`src/rtl/trig_pkg.sv`:
```
// Shared types and widths for the trigger generator and capture side.
// State encoding plus default phase/pulse counter widths.
package trig_pkg;

  typedef enum logic [1:0] {
    IDLE = 2'd0,
    HIGH = 2'd1,
    LOW  = 2'd2
  } state_t;

  localparam int CNT_W_DEF = 9;
  localparam int NUM_W_DEF = 8;

endpackage

```
`src/rtl/trig_pulse_gen_phase_timer.sv`:
```
// Loadable down-counter shared by the HIGH and LOW phases.
// Ports: clk, rst_n, clr, load, load_val, en (decrement), zero flag.
module phase_timer
  import trig_pkg::*;
#(
  parameter int W = CNT_W_DEF
) (
  input  logic         clk,
  input  logic         rst_n,
  input  logic         clr,
  input  logic         load,
  input  logic [W-1:0] load_val,
  input  logic         en,
  output logic         zero
);

  logic [W-1:0] cnt;

  always_ff @(posedge clk or negedge rst_n) begin
    if (!rst_n) begin
      cnt <= '0;
    end else if (clr) begin
      cnt <= '0;
    end else if (load) begin
      cnt <= load_val;
    end else if (en && cnt != '0) begin
      cnt <= cnt - W'(1);
    end
  end

  assign zero = (cnt == '0);

endmodule

```
`src/rtl/trig_pulse_gen.sv`:
```
// Burst/continuous trigger pulse generator with programmable high/low time.
// Ports: clk, rst_n, start, stop, high_cycles, low_cycles, num_pulses -> trig, fall_strb, busy, done, pulse_cnt.
module trig_pulse_gen
  import trig_pkg::*;
#(
  parameter int CNT_W = CNT_W_DEF,
  parameter int NUM_W = NUM_W_DEF
) (
  input  logic             clk,
  input  logic             rst_n,
  input  logic             start,
  input  logic             stop,
  input  logic [CNT_W-1:0] high_cycles,
  input  logic [CNT_W-1:0] low_cycles,
  input  logic [NUM_W-1:0] num_pulses,
  output logic             trig,
  output logic             fall_strb,
  output logic             busy,
  output logic             done,
  output logic [NUM_W-1:0] pulse_cnt
);

  state_t           state_q, state_d;
  logic [CNT_W-1:0] h_q, l_q;
  logic [NUM_W-1:0] n_q;
  logic [CNT_W-1:0] h_in, l_in;
  logic [CNT_W-1:0] ld_val;
  logic             ld, dec, clr, latch, inc;
  logic             fall_d, done_d;
  logic             zero;

  // Zero lengths behave as one cycle
  assign h_in = (high_cycles == '0) ? CNT_W'(1) : high_cycles;
  assign l_in = (low_cycles == '0) ? CNT_W'(1) : low_cycles;

  phase_timer #(.W(CNT_W)) u_timer (
    .clk      (clk),
    .rst_n    (rst_n),
    .clr      (clr),
    .load     (ld),
    .load_val (ld_val),
    .en       (dec),
    .zero     (zero)
  );

  always_comb begin
    state_d = state_q;
    ld      = 1'b0;
    ld_val  = '0;
    dec     = 1'b0;
    clr     = 1'b0;
    latch   = 1'b0;
    inc     = 1'b0;
    fall_d  = 1'b0;
    done_d  = 1'b0;
    unique case (state_q)
      IDLE: begin
        if (start) begin
          latch   = 1'b1;
          ld      = 1'b1;
          ld_val  = h_in - CNT_W'(1);
          state_d = HIGH;
        end
      end
      HIGH: begin
        if (zero) begin
          state_d = LOW;
          ld      = 1'b1;
          ld_val  = l_q - CNT_W'(1);
          inc     = 1'b1;
          fall_d  = 1'b1;
        end else begin
          dec = 1'b1;
        end
      end
      LOW: begin
        if (zero) begin
          // pulse_cnt already counts this pulse's falling edge
          if (n_q != '0 && pulse_cnt == n_q) begin
            state_d = IDLE;
            done_d  = 1'b1;
          end else begin
            state_d = HIGH;
            ld      = 1'b1;
            ld_val  = h_q - CNT_W'(1);
          end
        end else begin
          dec = 1'b1;
        end
      end
      default: state_d = IDLE;
    endcase
    // Abort overrides everything, including a start in IDLE
    if (stop) begin
      state_d = IDLE;
      ld      = 1'b0;
      dec     = 1'b0;
      clr     = 1'b1;
      latch   = 1'b0;
      inc     = 1'b0;
      fall_d  = 1'b0;
      done_d  = 1'b0;
    end
  end

  always_ff @(posedge clk or negedge rst_n) begin
    if (!rst_n) begin
      state_q   <= IDLE;
      h_q       <= '0;
      l_q       <= '0;
      n_q       <= '0;
      pulse_cnt <= '0;
      trig      <= 1'b0;
      fall_strb <= 1'b0;
      busy      <= 1'b0;
      done      <= 1'b0;
    end else begin
      state_q   <= state_d;
      trig      <= (state_d == HIGH);
      busy      <= (state_d != IDLE);
      fall_strb <= fall_d;
      done      <= done_d;
      if (latch) begin
        h_q       <= h_in;
        l_q       <= l_in;
        n_q       <= num_pulses;
        pulse_cnt <= '0;
      end else if (inc) begin
        pulse_cnt <= pulse_cnt + NUM_W'(1);
      end
    end
  end

endmodule

```
`config.mk`:
```
export PLATFORM = sky130hd
export DESIGN_NAME = trig_pulse_gen
export DESIGN_NICKNAME = d
export VERILOG_FILES = /design/src/rtl/trig_pkg.sv /design/src/rtl/trig_pulse_gen_phase_timer.sv /design/src/rtl/trig_pulse_gen.sv
export SDC_FILE = /design/constraint.sdc
export NUM_CORES = 1
export LEC_CHECK = 0
export CAP_MARGIN = 20
export CORE_MARGIN = 3
export CORE_UTILIZATION = 55
export DETAILED_ROUTE_END_ITERATION = 8
export HOLD_SLACK_MARGIN = 0.05
export PLACE_DENSITY_LB_ADDON = 0.15
export RECOVER_POWER = 100
export SYNTH_ARGS = -nofsm -noshare
export SYNTH_HDL_FRONTEND = slang
export SYNTH_HIERARCHICAL = 1
export SYNTH_SLANG_ARGS = --single-unit
```
`constraint.sdc`:
```
create_clock -name clk -period 3.55 [get_ports clk]
set_input_delay 0.355 -clock clk [delete_from_list [all_inputs] [get_ports clk]]
set_output_delay 0.355 -clock clk [all_outputs]
set_load 0.005 [all_outputs]
```
======== After elaboration in Yosys (flattened, before gate mapping) ========
Cells that the tools add are included.
Widths: inputs -> output; s select.
storage, ports and cells
  register bits after elaboration ......... 49
  bits in latches ......................... 0
  RAM bits ................................ 0
  ROM bits ................................ 0
  input bits .............................. 30
  output and inout bits ................... 12
  word-level logic and storage cells ...... 67
  memories kept ........................... 0
cells by class
  add/sub/neg operators ................... 5
  $mul .................................... 0
  divide/modulo/power cells ............... 0
  $lt $le $gt $ge ......................... 0
  equality and inequality tests ........... 4
  shift operators ......................... 0
  multiplexer cells ....................... 36
  bitwise logic cells ..................... 0
  reduce and logical (&&, ||, !) cells .... 12
operators by type and width
  kind                 number
  $mux 9               9
  $sub 9x1->9 const B  4
  $logic_not 9->1      3
  $pmux 9 s3           1
  $mux 1               18
  $mux 8               2
  $reduce_bool 9->1    1
  $add 8x1->8 const B  1
  $eq 8x8->1           1
  $mux 2               4
  $reduce_bool 8->1    1
  $pmux 2 s3           1
  $eq 2x1->1 const B   2
  $reduce_bool 2->1    2
  $pmux 1 s3           1
  $reduce_bool 3->1    1
  $eq 2x2->1 const B   1
  $logic_and 1x1->1    2
  $logic_not 2->1      1
  $reduce_or 2->1      1

======== Longest topological paths before layout ========
Gate-level depths: netlist (run 1).
  depth in word-level cells ............... 8
  gate-level depth with buffers ........... 13
  depth with buffers taken out ............ 11

======== Cells and area by module ========
Netlist (run 1), hierarchy kept.
by module, submodules not included
  module          instances  cells each  area each (sq um)  seq. area each (sq um)
  trig_pulse_gen  1          243         2388.5             1001.0
  phase_timer     1          63          644.4              225.2

======== Worst setup path after synthesis (run 1) ========
Ideal clock, no wire load.
  path kind ............................... register to register
  start ................................... reg u_timer.cnt[0]
  end ..................................... reg u_timer.cnt[6]
  library setup time ...................... 0.140 ns
  arrival ................................. 2.871 ns
  required time ........................... 3.410 ns
  slack ................................... 0.539 ns
  cell stages (with the launch flop) ...... 14
  path buffers ............................ 2
  clock period less this slack ............ 3.011 ns
  cells stage by stage .................... dfrtp_1 -> inv_1 -> ha_1 -> nor4b_4 -> and2_2 -> inv_1 -> nor2_1 -> nand2_1 -> a311oi_1 -> clkbuf_1 -> inv_1 -> clkbuf_1 -> nor2_1 -> a211oi_2
on the way
  longest elaborated chain between the ends .. 6
  elaborated cells on any way between the ends .. 18
  classes of those cells .................. 1 x add/sub; 13 x mux; 4 x reduce/logical
RTL lines
  item                       RTL line                                    RTL
  start, declared            trig_pulse_gen_phase_timer.sv:17            logic [W-1:0] cnt;
  start signal, assigned     trig_pulse_gen_phase_timer.sv:25            cnt <= load_val;
  start signal, assigned     trig_pulse_gen_phase_timer.sv:27            cnt <= cnt - W'(1);
  $logic_not 9->1 *          trig_pulse_gen_phase_timer.sv:31            assign zero = (cnt == '0);
  net zero                   trig_pulse_gen.sv:30                        logic zero;
  $mux 1 (on tied branches)  trig_pulse_gen.sv:77, trig_pulse_gen.sv:66
  $pmux 1 s3 *               trig_pulse_gen.sv:56                        unique case (state_q)
  $mux 1 *                   trig_pulse_gen.sv:94                        if (stop) begin
  net ld                     trig_pulse_gen.sv:28                        logic ld, dec, clr, latch, inc;
  $mux 9                     trig_pulse_gen_phase_timer.sv:24            end else if (load) begin
  $mux 9                     trig_pulse_gen_phase_timer.sv:22            end else if (clr) begin
Mark *: on every way through the listed nets, which the timed path passes. The rest lies on a longest branch. The select of a mux whose other input is x is not followed.
A chain may end at the register's enable or synchronous reset.

======== Worst setup path after layout (run 1) ========
  start ................................... reg u_timer.cnt[0]
  end ..................................... reg u_timer.cnt[2]
The elaborated chain is that of the path after synthesis.

==> impl_metrics.tcl, run 1 <==
set metrics [dict create \
    clkTransAtPathRegs_ns 0.09 \
    clkLatencyLatePin_ns 0.31 \
    crit_fanout 12 \
    final_hold_viol_count 0 \
    routed_wl_um 6853 \
    max-vdd-ir-drop_mv 0.3943 \
    vias_per_cell 5.877 \
    io_pins 42 \
    postRouteAntennaNets 0 \
    fin_skew_ns 0.007120 \
    cts_sinks 49 \
    end_kind "register" \
    dpl.hpwl_um 5039 \
    period_share 0.8786 \
    n_antenna_cell 0 \
    tightest_slew_ns 1.907 \
    syn2layout_area_growth_pct 20.09 \
    start_kind "register" \
    required_ns 3.75 \
    utilization 0.6998 \
    htree_levels 2 \
    first_pass_iters 4 \
    cts_tree "built" \
    drtIter0Drc 141 \
    grt.total_usage 0.2283 \
    post_drt_wl_per_cell_um 16.16 \
    synthArstFlopShare 1.000 \
    finalMaxSlewViolations 37 \
    tns_ns 0 \
    dp_slack_ns 0.4444 \
    vias 2492 \
    rsz0062_at_grt "no" \
    grt_overflow 0 \
    die_w_um 80.26 \
    portBuffers 41 \
    setup_viol 0 \
    relSlewSlack -0.2711 \
    syn_area_um2 3033 \
    post_cts_buffers 0 \
    violations "capacitance limit, slew limit" \
    status "complete, but fails checks" \
    synth_ff_type "dfrtp_1" \
    cellPowerDensity_nw_per_um2 724.6 \
    ys_ff_latch 49 \
    fin_ws_ns 0.4311 \
    initial_core_util 0.5827 \
    cp_data_arrival_time_ns 3.32 \
    min_delay_path_depth 1 \
    cap_viol_max_count 1 \
    rrSetupSlack_ns 0.43 \
    grt_pass1_wl_um 11500 \
    rr_worst_depth 12 \
    fmax_ghz 0.3206 \
    numCtsBuffers 5 \
    ys_types 51 \
    final_common_cell "dfrtp_1" \
    row_count 26 \
    grt_antenna_before_repair 0 \
    die_area_um2 6442 \
    grt_pass1_vias 2383 \
    dieHeight_um 80.26 \
    ys_warn_count 6 \
    grt_max_degree 50 \
    clock-root-buffer "clkbuf_8" \
    core_um2 5205 \
    drc 0 \
    final_cell_mix "49 x dfrtp_1, 30 x nor2_1, 27 x clkdlybuf4s50_1, 22 x mux2_2, 18 x inv_1" \
    fin_nets 392 \
    hp-class "register to register" \
    synth_seq_area_share 0.4043 \
    cts_buffer_depth 2 \
    p_leak_nw 1.500 \
    period_needed_ns 3.119 \
    finalWeightedCongestion 0.8405 \
    netlist_instances 306 \
    synth-edff-count 0 \
    drive_gt1_frac 0.1271 \
    avgSynthCellArea_um2 9.911 \
    syn_nets 345 \
    whs_ns 0.5399 \
    path_class "register to register" \
]
-- per-layer routing --
layer / global-route usage / wire length, um / up-vias
met5: 0 / 0 / -
met4: 0.07095 / 82 / 0
met3: 0.04821 / 332 / 10
met2: 0.3758 / 3360 / 69
met1: 0.3009 / 3078 / 1210
li1: - / - / 1203
-- critical path, stage by stage (launching register included) --
cell and delay, ns:
dfrtp_1 0.43, inv_1 0.08, ha_1 0.21, nor4b_4 0.23, buf_4 0.19, and2_0 0.36, inv_1 0.10, nor2_1 0.15
nand2_1 0.14, a311oi_1 0.37, inv_1 0.26, and4_4 0.24, a2111oi_2 0.26
-- cells by family (layout without fill, tap and decap cells) --
logic type / Yosys count / after routing / share of synthesized area
multiplexers: 23 / 23 / 0.08498
buffers and inverters: 29 / 77 / 0.03713
flip-flops: 49 / 49 / 0.4043
adder cells (fa/ha/maj): 9 / 9 / 0.03713
XOR/XNOR: 34 / 34 / 0.09818
AO/OA/AOI/OAI: 64 / 64 / 0.1559
AND/OR/NAND/NOR: 98 / 98 / 0.1823
-- sequential cells by signal, indices dropped and copies added (netlist names) --
name         flops
busy             1
l_q              9
pulse_cnt        8
u_timer/cnt      9
n_q              8
h_q              9
trig             1
state_q          2
fall_strb        1
done             1
-- power by group --
group | internal (mW) | switching, mW
Clock | 0.212 | 0.196
Combinational | 0.591 | 0.614
Sequential | 0.773 | 0.253
Total | 1.58 | 1.06
-- cells in the mapped netlist, types with 3 or more instances --
| library cell | number | area share |
|---|---|---|
| nand2_1 | 13 | 0.016 |
| a21oi_1 | 16 | 0.026 |
| ha_1 | 9 | 0.037 |
| nand2b_1 | 4 | 0.0082 |
| nand3_1 | 8 | 0.013 |
| a31oi_1 | 4 | 0.0082 |
| xor2_1 | 17 | 0.049 |
| dfrtp_1 | 49 | 0.40 |
| a211oi_1 | 6 | 0.015 |
| nor4_1 | 7 | 0.014 |
| a311oi_1 | 4 | 0.012 |
| nor2_1 | 30 | 0.037 |
| mux2_2 | 22 | 0.082 |
| o22ai_1 | 5 | 0.010 |
| clkbuf_1 | 7 | 0.0087 |
| nor3b_1 | 3 | 0.0074 |
| a2111oi_2 | 3 | 0.015 |
| and3_1 | 6 | 0.012 |
| inv_1 | 18 | 0.022 |
| nor3_1 | 9 | 0.015 |
| buf_2 | 3 | 0.0049 |
| xnor2_1 | 17 | 0.049 |
| o31ai_1 | 6 | 0.015 |
| o21ai_0 | 7 | 0.012 |
-- metrics by stage --
stage	instance area (um2)	power, mW	instances
2_1_floorplan	3033	1.885	306
3_3_place_gp	3543	2.215	414
3_5_place_dp	3543	2.256	414
4_1_cts	3655	2.668	422
5_1_grt	3642	2.826	424
6_report	3642	2.639	424
-- cell type report --
class	count	area, um2
Clock buffer	6	72.57
Clock inverter	2	38.79
Inverter	18	67.56
Sequential cell	49	1226
Tap cell	70	87.58
Multi-Input combinational cell	228	1687
Timing Repair Buffer	51	462.9
Fill cell	408	1563
-- final timing paths --
check | endpoint | startpoint
setup / recovery | u_timer/cnt[2] | u_timer/cnt[0]
hold / removal | l_q[8] | l_q[8]
setup reg to reg | u_timer/cnt[2] | u_timer/cnt[0]
hold reg to reg | l_q[8] | l_q[8]
max in group asynchronous | n_q[5] | rst_n
min in group asynchronous | u_timer/cnt[4] | rst_n
-- repair_timing --
item / CTS / global route
resized for setup: 0 / 0
endpoints found under the hold margin: 0 / 13
endpoints found under the setup margin: 0 / 0
hold buffers: 0 / 1
No activity file was read; power rests on OpenSTA's default activity.
==> run 2, diff against run 1 <==
--- a/config.mk
+++ b/config.mk
@@ -9,6 +9,7 @@
 export CORE_MARGIN = 3
 export CORE_UTILIZATION = 55
 export DETAILED_ROUTE_END_ITERATION = 8
+export GPL_ROUTABILITY_DRIVEN = 0
 export HOLD_SLACK_MARGIN = 0.05
 export PLACE_DENSITY_LB_ADDON = 0.15
 export RECOVER_POWER = 100
==> results of run 2 <==
No change in the layout: final DEF, timing and power equal those of run 1.
